**config.mk**
```make
export PLATFORM = sky130hd
export DESIGN_NAME = vend_sequencer
export DESIGN_NICKNAME = d
export VERILOG_FILES = /design/src/rtl/vend_sequencer.sv
export SDC_FILE = /design/constraint.sdc
export NUM_CORES = 1
export LEC_CHECK = 0
export CAP_MARGIN = 40
export CORE_UTILIZATION = 58
export DETAILED_ROUTE_END_ITERATION = 10
export PLACE_DENSITY = 0.95
export SETUP_SLACK_MARGIN = 0.15
export SYNTH_ARGS = -nofsm -noshare
export SYNTH_HDL_FRONTEND = slang
export SYNTH_SLANG_ARGS = --single-unit
```
**constraint.sdc**
```tcl
create_clock -name clk -period 8.37 [get_ports clk]
set_input_delay 1.674 -clock clk [delete_from_list [all_inputs] [get_ports clk]]
set_output_delay 1.674 -clock clk [all_outputs]
set_load 0.01 [all_outputs]
```
**src/rtl/vend_sequencer.sv**
```systemverilog
// vend_sequencer: coin-credit vending sequencer with dispenser and $5 change-hopper handshakes.
// Define VEND_TIMEOUT_EN to auto-refund credit left idle for TIMEOUT_CYC cycles.
module vend_sequencer #(
   parameter int CREDIT_W    = 6,
   parameter int PRICE_A     = 15,
   parameter int PRICE_B     = 20,
   parameter int TIMEOUT_CYC = 1000
) (
   input  logic                clk,
   input  logic                reset,
   input  logic [1:0]          coin,
   input  logic [1:0]          sel,
   input  logic                vend_ack,
   input  logic                chg_ack,
   output logic                vend_req,
   output logic [1:0]          vend_item,
   output logic                chg_req,
   output logic [CREDIT_W-1:0] credit,
   output logic                coin_reject,
   output logic                insuf,
   output logic                vend_done
);

   typedef enum logic [1:0] {IDLE, CREDIT, VEND, CHANGE} state_t;

   localparam int                 SUM_W      = CREDIT_W + 1;
   localparam logic [SUM_W-1:0]   CREDIT_MAX = {1'b0, {CREDIT_W{1'b1}}};
   localparam logic [CREDIT_W-1:0] COIN5     = CREDIT_W'(5);
   localparam logic [CREDIT_W-1:0] PRICE_A_C = CREDIT_W'(PRICE_A);
   localparam logic [CREDIT_W-1:0] PRICE_B_C = CREDIT_W'(PRICE_B);

   state_t              state_q, state_d;
   logic [CREDIT_W-1:0] credit_q, credit_d;
   logic                vend_req_q, vend_req_d;
   logic [1:0]          vend_item_q, vend_item_d;
   logic                chg_req_q, chg_req_d;
   logic                coin_reject_q, coin_reject_d;
   logic                insuf_q, insuf_d;
   logic                vend_done_q, vend_done_d;

   logic                coin_valid;
   logic [SUM_W-1:0]    coin_val;
   logic [SUM_W-1:0]    coin_sum;
   logic                coin_ovf;
   logic                sel_buy;
   logic [CREDIT_W-1:0] price;
   logic                can_buy;
   logic                busy;
   logic                timeout_hit;

   always_comb begin
      coin_valid = (coin == 2'b01) || (coin == 2'b10);
      coin_val   = (coin == 2'b10) ? SUM_W'(10) : (coin == 2'b01) ? SUM_W'(5) : '0;
      coin_sum   = {1'b0, credit_q} + coin_val;
      coin_ovf   = coin_sum > CREDIT_MAX;
      sel_buy    = (sel == 2'b01) || (sel == 2'b10);
      price      = (sel == 2'b01) ? PRICE_A_C : PRICE_B_C;
      can_buy    = credit_q >= price;
      busy       = (state_q == VEND) || (state_q == CHANGE);
   end

`ifdef VEND_TIMEOUT_EN
   localparam int TMR_W = $clog2(TIMEOUT_CYC + 1);

   logic [TMR_W-1:0] idle_cnt_q, idle_cnt_d;

   // Counts only truly idle CREDIT cycles; any activity or leaving CREDIT zeroes it.
   always_comb begin
      idle_cnt_d  = '0;
      timeout_hit = 1'b0;
      if (state_q == CREDIT && !coin_valid && sel == 2'b00) begin
         if (idle_cnt_q == TMR_W'(TIMEOUT_CYC - 1)) begin
            timeout_hit = 1'b1;
         end else begin
            idle_cnt_d = idle_cnt_q + 1'b1;
         end
      end
   end

   always_ff @(posedge clk) begin
      if (reset) idle_cnt_q <= '0;
      else       idle_cnt_q <= idle_cnt_d;
   end
`else
   assign timeout_hit = 1'b0;
`endif

   // Next-state and credit arithmetic.
   always_comb begin
      state_d  = state_q;
      credit_d = credit_q;
      case (state_q)
         IDLE, CREDIT: begin
            if (coin_valid) begin
               if (!coin_ovf) begin
                  credit_d = coin_sum[CREDIT_W-1:0];
                  state_d  = CREDIT;
               end
            end else if (sel_buy) begin
               if (can_buy) begin
                  credit_d = credit_q - price;
                  state_d  = VEND;
               end
            end else if ((sel == 2'b11 && state_q == CREDIT) || timeout_hit) begin
               state_d = CHANGE;
            end
         end
         VEND: begin
            if (vend_ack) state_d = (credit_q != '0) ? CHANGE : IDLE;
         end
         CHANGE: begin
            if (chg_ack) begin
               credit_d = credit_q - COIN5;
               if (credit_q == COIN5) state_d = IDLE;
            end
         end
         default: state_d = IDLE;
      endcase
   end

   // Output next values; the requests follow the state being entered so they register with it.
   always_comb begin
      vend_req_d    = (state_d == VEND);
      vend_item_d   = 2'b00;
      if (state_d == VEND) vend_item_d = (state_q == VEND) ? vend_item_q : sel;
      chg_req_d     = (state_d == CHANGE);
      coin_reject_d = coin_valid && (busy || coin_ovf);
      insuf_d       = !busy && !coin_valid && sel_buy && !can_buy;
      vend_done_d   = (state_q == VEND) && vend_ack;
   end

   // NOTE: reset is synchronous, so it is tested inside the clocked branch, not in the sensitivity list.
   always_ff @(posedge clk) begin
      if (reset) begin
         state_q       <= IDLE;
         credit_q      <= '0;
         vend_req_q    <= 1'b0;
         vend_item_q   <= 2'b00;
         chg_req_q     <= 1'b0;
         coin_reject_q <= 1'b0;
         insuf_q       <= 1'b0;
         vend_done_q   <= 1'b0;
      end else begin
         state_q       <= state_d;
         credit_q      <= credit_d;
         vend_req_q    <= vend_req_d;
         vend_item_q   <= vend_item_d;
         chg_req_q     <= chg_req_d;
         coin_reject_q <= coin_reject_d;
         insuf_q       <= insuf_d;
         vend_done_q   <= vend_done_d;
      end
   end

   assign vend_req    = vend_req_q;
   assign vend_item   = vend_item_q;
   assign chg_req     = chg_req_q;
   assign credit      = credit_q;
   assign coin_reject = coin_reject_q;
   assign insuf       = insuf_q;
   assign vend_done   = vend_done_q;

endmodule

```
Word-level counts from Yosys, hierarchy flattened
Cells that the tools add are included.

storage, ports and cells
  flip-flop bits (word level) = 15
  input port bits = 8
  word-level logic and storage cells = 67

operators by class
  add/subtract/negate cells = 3
  bitwise operators = 1
  magnitude comparators = 2
  equality and inequality tests = 15
  reduce and logical (&&, ||, !) cells = 19
  mux-type cells = 19

operators with widths
  cell                                                                             number
  6-bit two-way mux                                                                5
  2-bit two-way mux                                                                9
  2-bit equality test, second input constant                                       7
  6-bit one-hot mux with 2 select lines                                            1
  3-bit inequality test, second input constant                                     3
  6-bit by 4-bit adder with 7-bit output                                           1
  7-bit by 6-bit greater-than comparator with 1-bit output, second input constant  1
  2-bit by 1-bit equality test with 1-bit output, second input constant            3
  6-bit by 3-bit equality test with 1-bit output, second input constant            1
  6-bit by 5-bit >= comparator with 1-bit output                                   1
  1-bit logical AND                                                                6
  2-bit one-hot mux with 3 select lines                                            1
  6-bit nonzero test                                                               1
  6-bit by 3-bit subtractor with 6-bit output, second input constant               1
  6-bit by 5-bit subtractor with 6-bit output                                      1
  5-bit two-way mux                                                                1
  5-bit AND reduction                                                              1
  1-bit logical OR                                                                 4
  4-bit two-way mux                                                                1
  2-bit OR reduction                                                               2
  1-bit logical NOT                                                                3
  3-bit two-way mux                                                                1
  2-bit logical NOT                                                                1
  2-bit inequality test, second input constant                                     1
  other kinds (2)                                                                  2

Longest topological paths before layout
Gate-level depths: netlist of the first run.

  depth after elaboration = 11
  mapped depth = 11

Least setup slack after synthesis of the first run
OpenSTA, ideal clock, no wires.

  path type = input -> register
  from = input coin[0]
  to = register credit_q[2] (netlist: credit[2])
  arrival time = 3.796 ns
  path buffers = 1
  path slack = 4.455 ns
  data required time = 8.251 ns
  cell stages on the path = 11
  cells stage by stage = inv_1 -> ha_1 -> clkbuf_1 -> xor2_1 -> ha_1 -> a21o_1 -> a222oi_1 -> or4_4 -> a21oi_4 -> a31oi_1 -> o221a_1

between the ends
  longest elaborated chain between the ends = 7

ends and longest elaborated chain
  what                                                                                                  RTL line  text
  from (decl)                                                                                           11        input logic [1:0] coin,
  2-bit by 1-bit equality test with 1-bit output                                                        52, 53
  3-bit two-way mux                                                                                     53        coin_val = (coin == 2'b10) ? SUM_W'(10) : (coin == 2'b01) ? SUM_W'(5) : '0;
  4-bit two-way mux                                                                                     53
  6-bit by 4-bit adder with 7-bit output                                                                54        coin_sum = {1'b0, credit_q} + coin_val;
  7-bit by 6-bit greater-than comparator with 1-bit output / 6-bit two-way mux (equally long branches)  55, 95
  3-bit inequality test (no line) / 6-bit two-way mux (equally long branches)                           n/a
  5-bit AND reduction (no line) / 6-bit one-hot mux with 2 select lines (equally long branches)         n/a
  to (signal assigned)                                                                                  145       credit_q <= credit_d;
  to (decl)                                                                                             33        logic [CREDIT_W-1:0] credit_q, credit_d;

Several ways; a longest one is shown, not always the timed one. The select of a mux whose other input is x is not followed.
A chain may end at the register's enable or synchronous reset.

Worst setup path after layout of the first run
Ends and elaborated chain as after synthesis.

==> impl_metrics.env, run 1 <==
export IMPL_clk_latency_ps=300
export IMPL_powerDensity_mw_per_mm2=221
export IMPL_p_clk_share_pct=12.6
export IMPL_avgViaCountPerCell=6.61
export IMPL_postCtsSetupBuffers=0
export IMPL_finalHoldViolCount=0
export IMPL_instances_no_fill=225
export IMPL_hold_depth=2
export IMPL_end_kind="flop"
export IMPL_switching_share_pct=46.4
export IMPL_ctsRootBufferMaster="clkbuf_4"
export IMPL_port_buffers=20
export IMPL_slew_viol_final=0
export IMPL_crit_type="in -> reg"
export IMPL_post_cts_resized=0
export IMPL_async_flop_share_pct=0
export IMPL_synth_area_leaders="dfxtp_1 21%, ha_1 12%, nand2_1 4.5%"
export IMPL_start_util_pct=62.9
export IMPL_num_rows=17
export IMPL_cts_tree="done"
export IMPL_vias=1487
export IMPL_period_needed_ps=4300
export IMPL_status="finished, final reports clean"
export IMPL_crit_path_frequent_cell="ha_1"
export IMPL_synth_cells=186
export IMPL_wl_um=3780
export IMPL_antenna_found_initial=0
export IMPL_grt_pass1_vias=1371
export IMPL_die_width_um=51.5
export IMPL_power_leakage_nw=0.672
export IMPL_drc=0
export IMPL_synth_top_area_cell="dfxtp_1"
export IMPL_start_kind="input pin"
export IMPL_switchingPower_w=0.000167
export IMPL_fin_worst_skew_ps=3.84
export IMPL_cpPeakStageDelay_ps=610
export IMPL_critPathSlowestCell="or4_4"
export IMPL_grt_overflow_total=0
export IMPL_cap_violations=0
export IMPL_synth_edf_count=0
export IMPL_p_seq_share_pct=32.7
export IMPL_placed_area_mm2=0.00160
export IMPL_timing_final_crit_share_pct=51.4
export IMPL_path_cells="clkdlybuf4s50_1 -> inv_1 -> ha_1 -> xor2_1 -> ha_1 -> a21o_1 -> a222oi_1 -> or4_4 -> a21oi_4 -> a31oi_1 -> o221a_1"
export IMPL_grt_use_total_pct=31.9
export IMPL_hpwl_um=2890
export IMPL_syn_nets=209
export IMPL_placedCellCount=221
export IMPL_holdWs_ps=455
export IMPL_required_ps=8570
export IMPL_p_comb_share_pct=54.7
export IMPL_final_area_mm2=0.00163
export IMPL_drt_iter0_drc=100
export IMPL_h_tree_depth=1
export IMPL_grt_pass1_wl_um=6350
export IMPL_r2r_cells=9
export IMPL_n_antenna_cell=0
export IMPL_ys_types=52
export IMPL_p_int_w=0.000193
export IMPL_crit_fanout=11
export IMPL_nNetsFinal=221
export IMPL_fin_setup_tns_ps=0
export IMPL_crit_arrival_ps=4510
export IMPL_yosysTopAreaCellShare_pct=21.2
export IMPL_worst_pin_slew_ps=643
export IMPL_drtPass1Iterations=4
export IMPL_dieHeight_um=51.5
export IMPL_clock_path_buffers=2
export IMPL_core_mm2=0.00225
export IMPL_antenna_left=0
export IMPL_synthFlopType="dfxtp_1"
export IMPL_cts_buffers=3
export IMPL_hp_class="reg -> reg"
export IMPL_grt_max_degree=19
export IMPL_layout_drive_gt1_share_pct=5.58
export IMPL_relSlewSlack_pct=57.0
export IMPL_ys_seq_elements=15
export IMPL_cts_hold_buf=0
export IMPL_numClockSinks=15
export IMPL_gp_congestion=1.02
export IMPL_avgSynthCellArea_um2=7.63
export IMPL_setup_violations=0
export IMPL_seq_area_frac_synth_pct=21.2
export IMPL_peakVddDrop_mv=0.186
export IMPL_io_pins=21
export IMPL_ff2ff_setup_slack_ps=5630
export IMPL_wl_per_cell_um=16.8
export IMPL_path_clk_slew_ps=100
export IMPL_total_power_w=0.000360
export IMPL_fmax_mhz=232
export IMPL_yosys_warnings=0
export IMPL_dieArea_mm2=0.00265
export IMPL_rsz0062_at_grt="no"
export IMPL_area_growth_pct=14.6
export IMPL_synth_area_mm2=0.00142
==> layout make-up <==
cell class	instances	area [um2]
fillers	186	628
well taps	28	35.0
flip-flops and latches	15	300
repair buffers	20	200
multi-input cells	143	1000
clock buffers	3	22.5
inverters	15	56.3
clock inverters	1	7.51
==> state kept, by name, summed over array words and instances, names as in the netlist <==
signal and count:
chg_req 1, coin_reject 1, credit 6, insuf 1, state_q 2, vend_done 1
vend_item 2, vend_req 1
==> path summary, 6_finish.rpt <==
path                        startpoint                         to
min          vend_item[0]$_SDFFE_PP0N_  vend_item[0]$_SDFFE_PP0N_
max reg2reg     credit[0]$_SDFFE_PP0P_     credit[5]$_SDFFE_PP0P_
min reg2reg  vend_item[0]$_SDFFE_PP0N_  vend_item[0]$_SDFFE_PP0N_
max                            coin[0]     credit[2]$_SDFFE_PP0P_
==> routing by layer <==
layer	vias up	part of all wire (%)	wire, um	track usage, %
met3	12	10	380	6.25
li1	688	-	-	-
met4	0	1.8	68	9.91
met5	-	0	0	0
met1	697	40	1510	42.5
met2	90	48	1820	51.3
==> power by group through the flow <==
stage	clock, W	combinational [W]	sequential [W]
after floorplan	0	0.000150	0.0000993
after global placement	0	0.000183	0.000116
after detailed placement	0	0.000191	0.000118
after CTS	0.0000458	0.000193	0.000116
after global routing	0.0000485	0.000213	0.000121
final	0.0000453	0.000197	0.000118
==> synth_stat cells (4+ instances only) <==
cell	instances
nand2_1	17
a31oi_1	4
a21oi_1	11
buf_2	4
ha_1	14
dfxtp_1	15
clkbuf_1	8
o21ai_0	10
nand3_1	5
o21a_1	4
inv_1	15
nor2b_1	4
a211oi_1	5
nor2_1	17
==> critical path, delay by kind of cell <==
kind                       cells  cell delay (ps)
AOI/OAI and AO/OA              5              850
and+or+nand+nor                1              610
buffers and inverters          2              580
adders and majority gates      2              580
xor gates and xnor gates       1              200
==> cell usage in the layout, fill, tap and decap left out, types with 2 or more instances in the layout <==
| cell | n |
|---|---|
| nand4_1 | 2 |
| and3_1 | 3 |
| nand3_1 | 5 |
| clkbuf_4 | 3 |
| o22ai_1 | 2 |
| xnor2_1 | 2 |
| a21oi_1 | 11 |
| nor2_1 | 17 |
| ha_1 | 14 |
| a211o_1 | 2 |
| o21ai_0 | 10 |
| mux2i_1 | 3 |
| a211oi_1 | 5 |
| xor2_1 | 3 |
| dfxtp_1 | 15 |
| nor3_1 | 2 |
| a211oi_2 | 2 |
| and2_1 | 2 |
| nand2_1 | 17 |
| a31oi_1 | 4 |
| nor2b_1 | 4 |
| a21boi_0 | 2 |
| clkdlybuf4s50_1 | 20 |
| inv_1 | 15 |
| o21a_1 | 4 |
| nand2b_1 | 2 |
==> metrics by stage <==
| stage | setup slack (ps) | util [%] |
|---|---|---|
| 5_1_grt | 3950 | 72.1 |
| 3_5_place_dp | 3790 | 70.8 |
| 3_3_place_gp | 3880 | 70.8 |
| 6_report | 4070 | 72.1 |
| 2_1_floorplan | 4460 | - |
| 4_1_cts | 4110 | 72.1 |
==> cell families after synthesis <==
family / after synthesis / share of synthesized area, %
adders and majority gates: 15 / 13.8
muxes: 4 / 2.91
and+or+nand+nor: 59 / 19.9
xor gates and xnor gates: 6 / 4.23
buffers and inverters: 28 / 8.02
AOI/OAI and AO/OA: 59 / 30.0
DFF: 15 / 21.2
(Power assumes the default switching activity.)
==> run 2, diff against run 1 <==
- CORE_ASPECT_RATIO: not set -> 0.5
- CORE_UTILIZATION: 58 -> 54
- PLACE_DENSITY: 0.95 -> 0.9
- clock period: 8.37 -> 4.05 ns (I/O delays scaled with it)
==> run 2 against run 1 <==
Effect of this change:
- non-clock buffer count unchanged
- sequential power increased by 100%
- critical path depth unchanged
- utilization shrank 1.5 points
- first-iteration DRC count is 9.0% higher
- combinational power is 98% higher
- setup slack lost 3500 ps
- largest power group unchanged
- flip-flop and latch count unchanged
- global-route usage is 4.4 points lower
- critical path type unchanged
- design area rose by 1.7%
- count of clock-buffer cells in the layout did not move
- clock power rose to 2.8 times the previous value
==> impl_metrics.env, run 2 (synthesis results as in run 1) <==
export IMPL_wl_met1_um=1550
export IMPL_start_kind="input pin"
export IMPL_clk_latency_ps=250
export IMPL_final_area_mm2=0.00165
export IMPL_antenna_left=0
export IMPL_cts_hold_buf=0
export IMPL_io_pins=21
export IMPL_wl_met2_um=1570
export IMPL_worst_pin_slew_ps=621
export IMPL_rr_endpoint="credit[5]$_SDFFE_PP0P_"
export IMPL_nNetsFinal=221
export IMPL_antenna_found_initial=0
export IMPL_cts_buffers=3
export IMPL_crit_fanout=11
export IMPL_layout_drive_gt1_share_pct=5.58
export IMPL_grt_use_total_pct=27.4
export IMPL_multi_input_area_mm2=0.00100
export IMPL_start_util_pct=60.6
export IMPL_postLayoutCoreUtil_pct=70.6
export IMPL_gp_congestion=0.992
export IMPL_power_leakage_nw=0.680
export IMPL_vias=1398
export IMPL_largest_reg_flops=6
export IMPL_crit_path_start="coin[0]"
export IMPL_relSlewSlack_pct=58.5
export IMPL_layout_common_cells="20 x clkdlybuf4s50_1, 17 x nor2_1, 17 x nand2_1, 15 x inv_1, 15 x dfxtp_1"
export IMPL_highest_layer="met4"
export IMPL_port_buffers=20
export IMPL_timing_final_crit_share_pct=85.3
export IMPL_fin_worst_skew_ps=3.81
export IMPL_r2r_cells=9
export IMPL_fmax_mhz=289
export IMPL_placed_area_mm2=0.00161
export IMPL_path_clk_slew_ps=70
export IMPL_wl_per_cell_um=15.1
export IMPL_dieArea_mm2=0.00285
export IMPL_finalHoldViolCount=0
export IMPL_setup_violations=0
export IMPL_met3_length_um=353
export IMPL_endpoint="credit[2]$_SDFFE_PP0P_"
export IMPL_slew_viol_final=0
export IMPL_postCtsSetupBuffers=0
export IMPL_avgViaCountPerCell=6.03
export IMPL_ctsRootBufferMaster="clkbuf_8"
export IMPL_register_area_um2=300
export IMPL_wl_um=3510
export IMPL_drt_iter0_drc=109
export IMPL_powerDensity_mw_per_mm2=459
export IMPL_cts_tree="done"
export IMPL_total_power_w=0.000759
export IMPL_rsz0062_at_grt="no"
export IMPL_grt_overflow_total=0
export IMPL_core_mm2=0.00234
export IMPL_required_ps=4200
export IMPL_grt_pass1_vias=1214
export IMPL_die_width_um=74.5
export IMPL_num_rows=12
export IMPL_holdWs_ps=468
export IMPL_hp_class="reg -> reg"
export IMPL_ff2ff_setup_slack_ps=1380
export IMPL_hpwl_um=2540
export IMPL_drtPass1Iterations=4
export IMPL_status="finished, final reports clean"
export IMPL_crit_arrival_ps=3600
export IMPL_post_cts_resized=0
export IMPL_cap_violations=0
export IMPL_fin_setup_tns_ps=0
export IMPL_peakVddDrop_mv=0.331
export IMPL_area_growth_pct=16.6
export IMPL_numClockSinks=15
export IMPL_dieHeight_um=38.2
export IMPL_fill_cells=198
export IMPL_final_common_cell="clkdlybuf4s50_1"
export IMPL_crit_type="in -> reg"
export IMPL_r2r_start="credit[0]$_SDFFE_PP0P_"
export IMPL_clock_path_buffers=2
export IMPL_grt_pass1_wl_um=5680
export IMPL_grt_max_degree=19
export IMPL_period_needed_ps=3460
export IMPL_end_kind="flop"
export IMPL_h_tree_depth=1
export IMPL_drc=0
export IMPL_n_antenna_cell=0
run 2: cell type report:
class	instances	area share, %
clock buffer	3	2.50
multi-input combinational	143	60.7
timing repair buffer	20	12.1
tap	35	2.65
clock inverter	1	0.454
sequential	15	18.2
inverter	15	3.40
run 2: how the worst min path moves through the flow:
stage,cells after the start,to,start
CTS,2,vend_item[0]$_SDFFE_PP0N_,vend_item[0]$_SDFFE_PP0N_
global route,2,vend_item[0]$_SDFFE_PP0N_,vend_item[0]$_SDFFE_PP0N_
global placement,2,vend_item[0]$_SDFFE_PP0N_,vend_item[0]$_SDFFE_PP0N_
floorplan,2,vend_item[0]$_SDFFE_PP0N_,vend_item[0]$_SDFFE_PP0N_
finish,2,vend_item[0]$_SDFFE_PP0N_,vend_item[0]$_SDFFE_PP0N_
detailed placement,2,vend_item[0]$_SDFFE_PP0N_,vend_item[0]$_SDFFE_PP0N_
run 2: power by group:
group          switching (W)  total (W)  internal (W)
registers          0.0000658   0.000239      0.000173
clock network      0.0000596   0.000129     0.0000693
logic               0.000203   0.000390      0.000188
total               0.000328   0.000759      0.000431
run 2: worst max-delay path, cell delays in order:
cell,delay (ps)
clkdlybuf4s50_1,450
inv_1,100
ha_1,400
xor2_1,190
ha_1,160
a21o_1,130
a222oi_1,100
or4_4,610
a21oi_4,310
a31oi_1,70
o221a_1,250
run 2: per-stage QoR:
stage / instances / setup slack, ps
floorplan: 186 / 999
global placement: 228 / 397
detailed placement: 228 / 335
CTS: 232 / 588
global route: 232 / 381
finish: 232 / 593
run 2: layer usage:
| layer | track usage, % | vias to the layer above |
|---|---|---|
| met1 | 37.7 | 641 |
| met5 | 0 | - |
| met2 | 44.1 | 70 |
| met3 | 6.05 | 6 |
| met4 | 6.13 | 0 |
| li1 | - | 681 |
==> edit (config.mk and constraints of run 2) <==
Encoding of `state_t`: now one-hot (4 bits for 4 states).
--- a/src/rtl/vend_sequencer.sv
+++ b/src/rtl/vend_sequencer.sv
@@ -22,5 +22,5 @@
 );
 
-   typedef enum logic [1:0] {IDLE, CREDIT, VEND, CHANGE} state_t;
+   typedef enum logic [3:0] {IDLE = 4'b0001, CREDIT = 4'b0010, VEND = 4'b0100, CHANGE = 4'b1000} state_t;
 
    localparam int                 SUM_W      = CREDIT_W + 1;
Behaviour: same outputs for any inputs over 10 cycles, from zero or initial values and one cycle with reset high; not proved beyond that.
==> edit against run 2 <==
  * Worst hold slack improved by 0.074 ns
  * Maximum frequency grew 0.87%
  * Clock skew hardly changed
  * Cell area is 4.6% higher
  * Routed wire length rose by 5.4%
  * Via count rose by 2.1%
  * First-iteration DRC count rose by 83%
  * Sequential cell count rose by 2
  * Sequential share of layout area increased by 1.5 points
  * Synthesized area up 3.5%
  * Register-to-register slack got worse by 0.15 ns
  * Total power grew 26%
  * Setup slack gained 0.030 ns
  * Critical endpoint is now credit[5]
  * Largest cell class unchanged
==> edit: results (changes against run 2) <==
stage	metric	value	unit	change
sta	clock skew	0.003729	ns	-0.00008491 ns
power	sw power	0.4448	mW	+36%
synth	cell with the most instances after synthesis	nor2_1		
drt	WL/cell	16.17	um	+6.8%
placement	Final HPWL DP	2.804	mm	+10%
placement	GPL Wtd Cong	0.9379		-5.4%
cells_and_area	Layout Nets	218		-1.4%
global_route	GRT met3 Usage	0.08854		+0.02802
cells_and_area	fill cell count	188		-5.1%
min_path	launch point of the worst hold path	vend_item[1]		
sta	Peak Freq	291.8	MHz	+0.87%
critical_path	worst reg-to-reg setup slack	1.23	ns	-0.15 ns
critical_path	delay-heaviest family, CP	adder cells		
drt	met3 routed WL	394	um	+12%
drt	met1 wire length	1.640	mm	+5.8%
power	Comb group	0.525	mW	+35%
power	sw frac	0.4650		+0.03254
drt	vias per std cell	6.236		+3.5%
power	seq pwr	0.298	mW	+25%
drt	WL met2	1.625	mm	+3.4%
critical_path	crit path max fanout	4		-7
sta	Slew @ Worst Pin	0.6986	ns	+0.07749 ns
synth	Synth top cells by count	nor2_1 (18), dfxtp_1 (17), a21oi_1 (15)		
cells_and_area	antenna diode count	0		unchanged
critical_path	CP Launch Point	sel[1]		
global_route	first-pass GRT wire length	5.996	mm	+5.6%
critical_path	Critical Path AT	3.57	ns	-0.03 ns
global_route	met2 usage	0.4845		+0.04307
synth	Seq/Total Area, Yosys	0.2317		+0.02005
cells_and_area	layout cell share with drive strength beyond 1	0.1082		+0.05241
critical_path	reg-to-reg startpoint	credit[0]		
synth	synth unique cells	53		+1.9%
critical_path	Slowest-stage cell, CP	clkdlybuf4s50_1		
power	leakage power	0.6346	nW	-6.6%
synth	Synthesized Nets	200		-4.3%
placement	post-place setup slack	0.3894	ns	+0.05408 ns
critical_path	largest stage delay on the critical path	0.48	ns	-0.13 ns
synth	ranking of synthesized cells by area	dfxtp_1 (23%), ha_1 (12%), a21oi_1 (5.1%), nor2_1 (4.6%), a211oi_1 (3.6%)		
run_status	status	finished clean		
placement	Placed Area	1682	um2	+4.8%
==> edit: cell count changes in the layout (fill, tap and decap cells not counted), sizes merged, moves of 3 or more <==
cell and delta:
inv -5, nand2 -5, o21ai -5, a21oi +4, nand4 +4, and3 -3, o21a -3, o22ai +3
xnor2 +3
==> edit: cell families (layout without fill, tap and decap cells) <==
kind of cell               count (synthesis)  count (layout)  synth area share
AOI/OAI and AO/OA                         52              52            0.2649
DFF                                       17              17            0.2317
adders and majority gates                 15              15            0.1329
buffers and inverters                     18              35           0.05196
and+or+nand+nor                           64              64            0.2470
xor gates and xnor gates                   8               8           0.04770
muxes                                      3               3           0.02385
==> edit: layout make-up <==
type	instances	area (um2)	area share
clock inverters	1	7.507	0.004338
multi-input cells	142	1052	0.6081
clock buffers	3	41.29	0.02386
repair buffers	21	207.7	0.1200
inverters	10	37.54	0.02169
well taps	35	43.79	0.02531
flip-flops and latches	17	340.3	0.1967
==> edit: per-stage QoR <==
step,std cells,hold WS (ns)
global placement,225,0.5042
CTS,229,0.5447
finish,229,0.5424
global route,229,0.5810
floorplan,177,0.5347
detailed placement,225,0.5259
==> edit: worst min-delay path by stage <==
stage                         endpoint  slack [ns]
after floorplan           vend_item[1]        0.53
after CTS                 vend_item[0]        0.54
after global routing      vend_item[1]        0.58
after global placement    vend_item[1]        0.50
final                     vend_item[1]        0.54
after detailed placement  vend_item[0]        0.53
==> edit: worst reg2reg max path: cells and delay by family, from the launching register on <==
family | cells | cell delay (ns)
AO/OA/AOI/OAI | 4 | 0.82
multiplexers | 1 | 0.31
buffers and inverters | 1 | 0.19
AND/OR/NAND/NOR | 1 | 0.20
flip-flops | 1 | 0.51
adder cells (fa/ha/maj) | 2 | 0.67
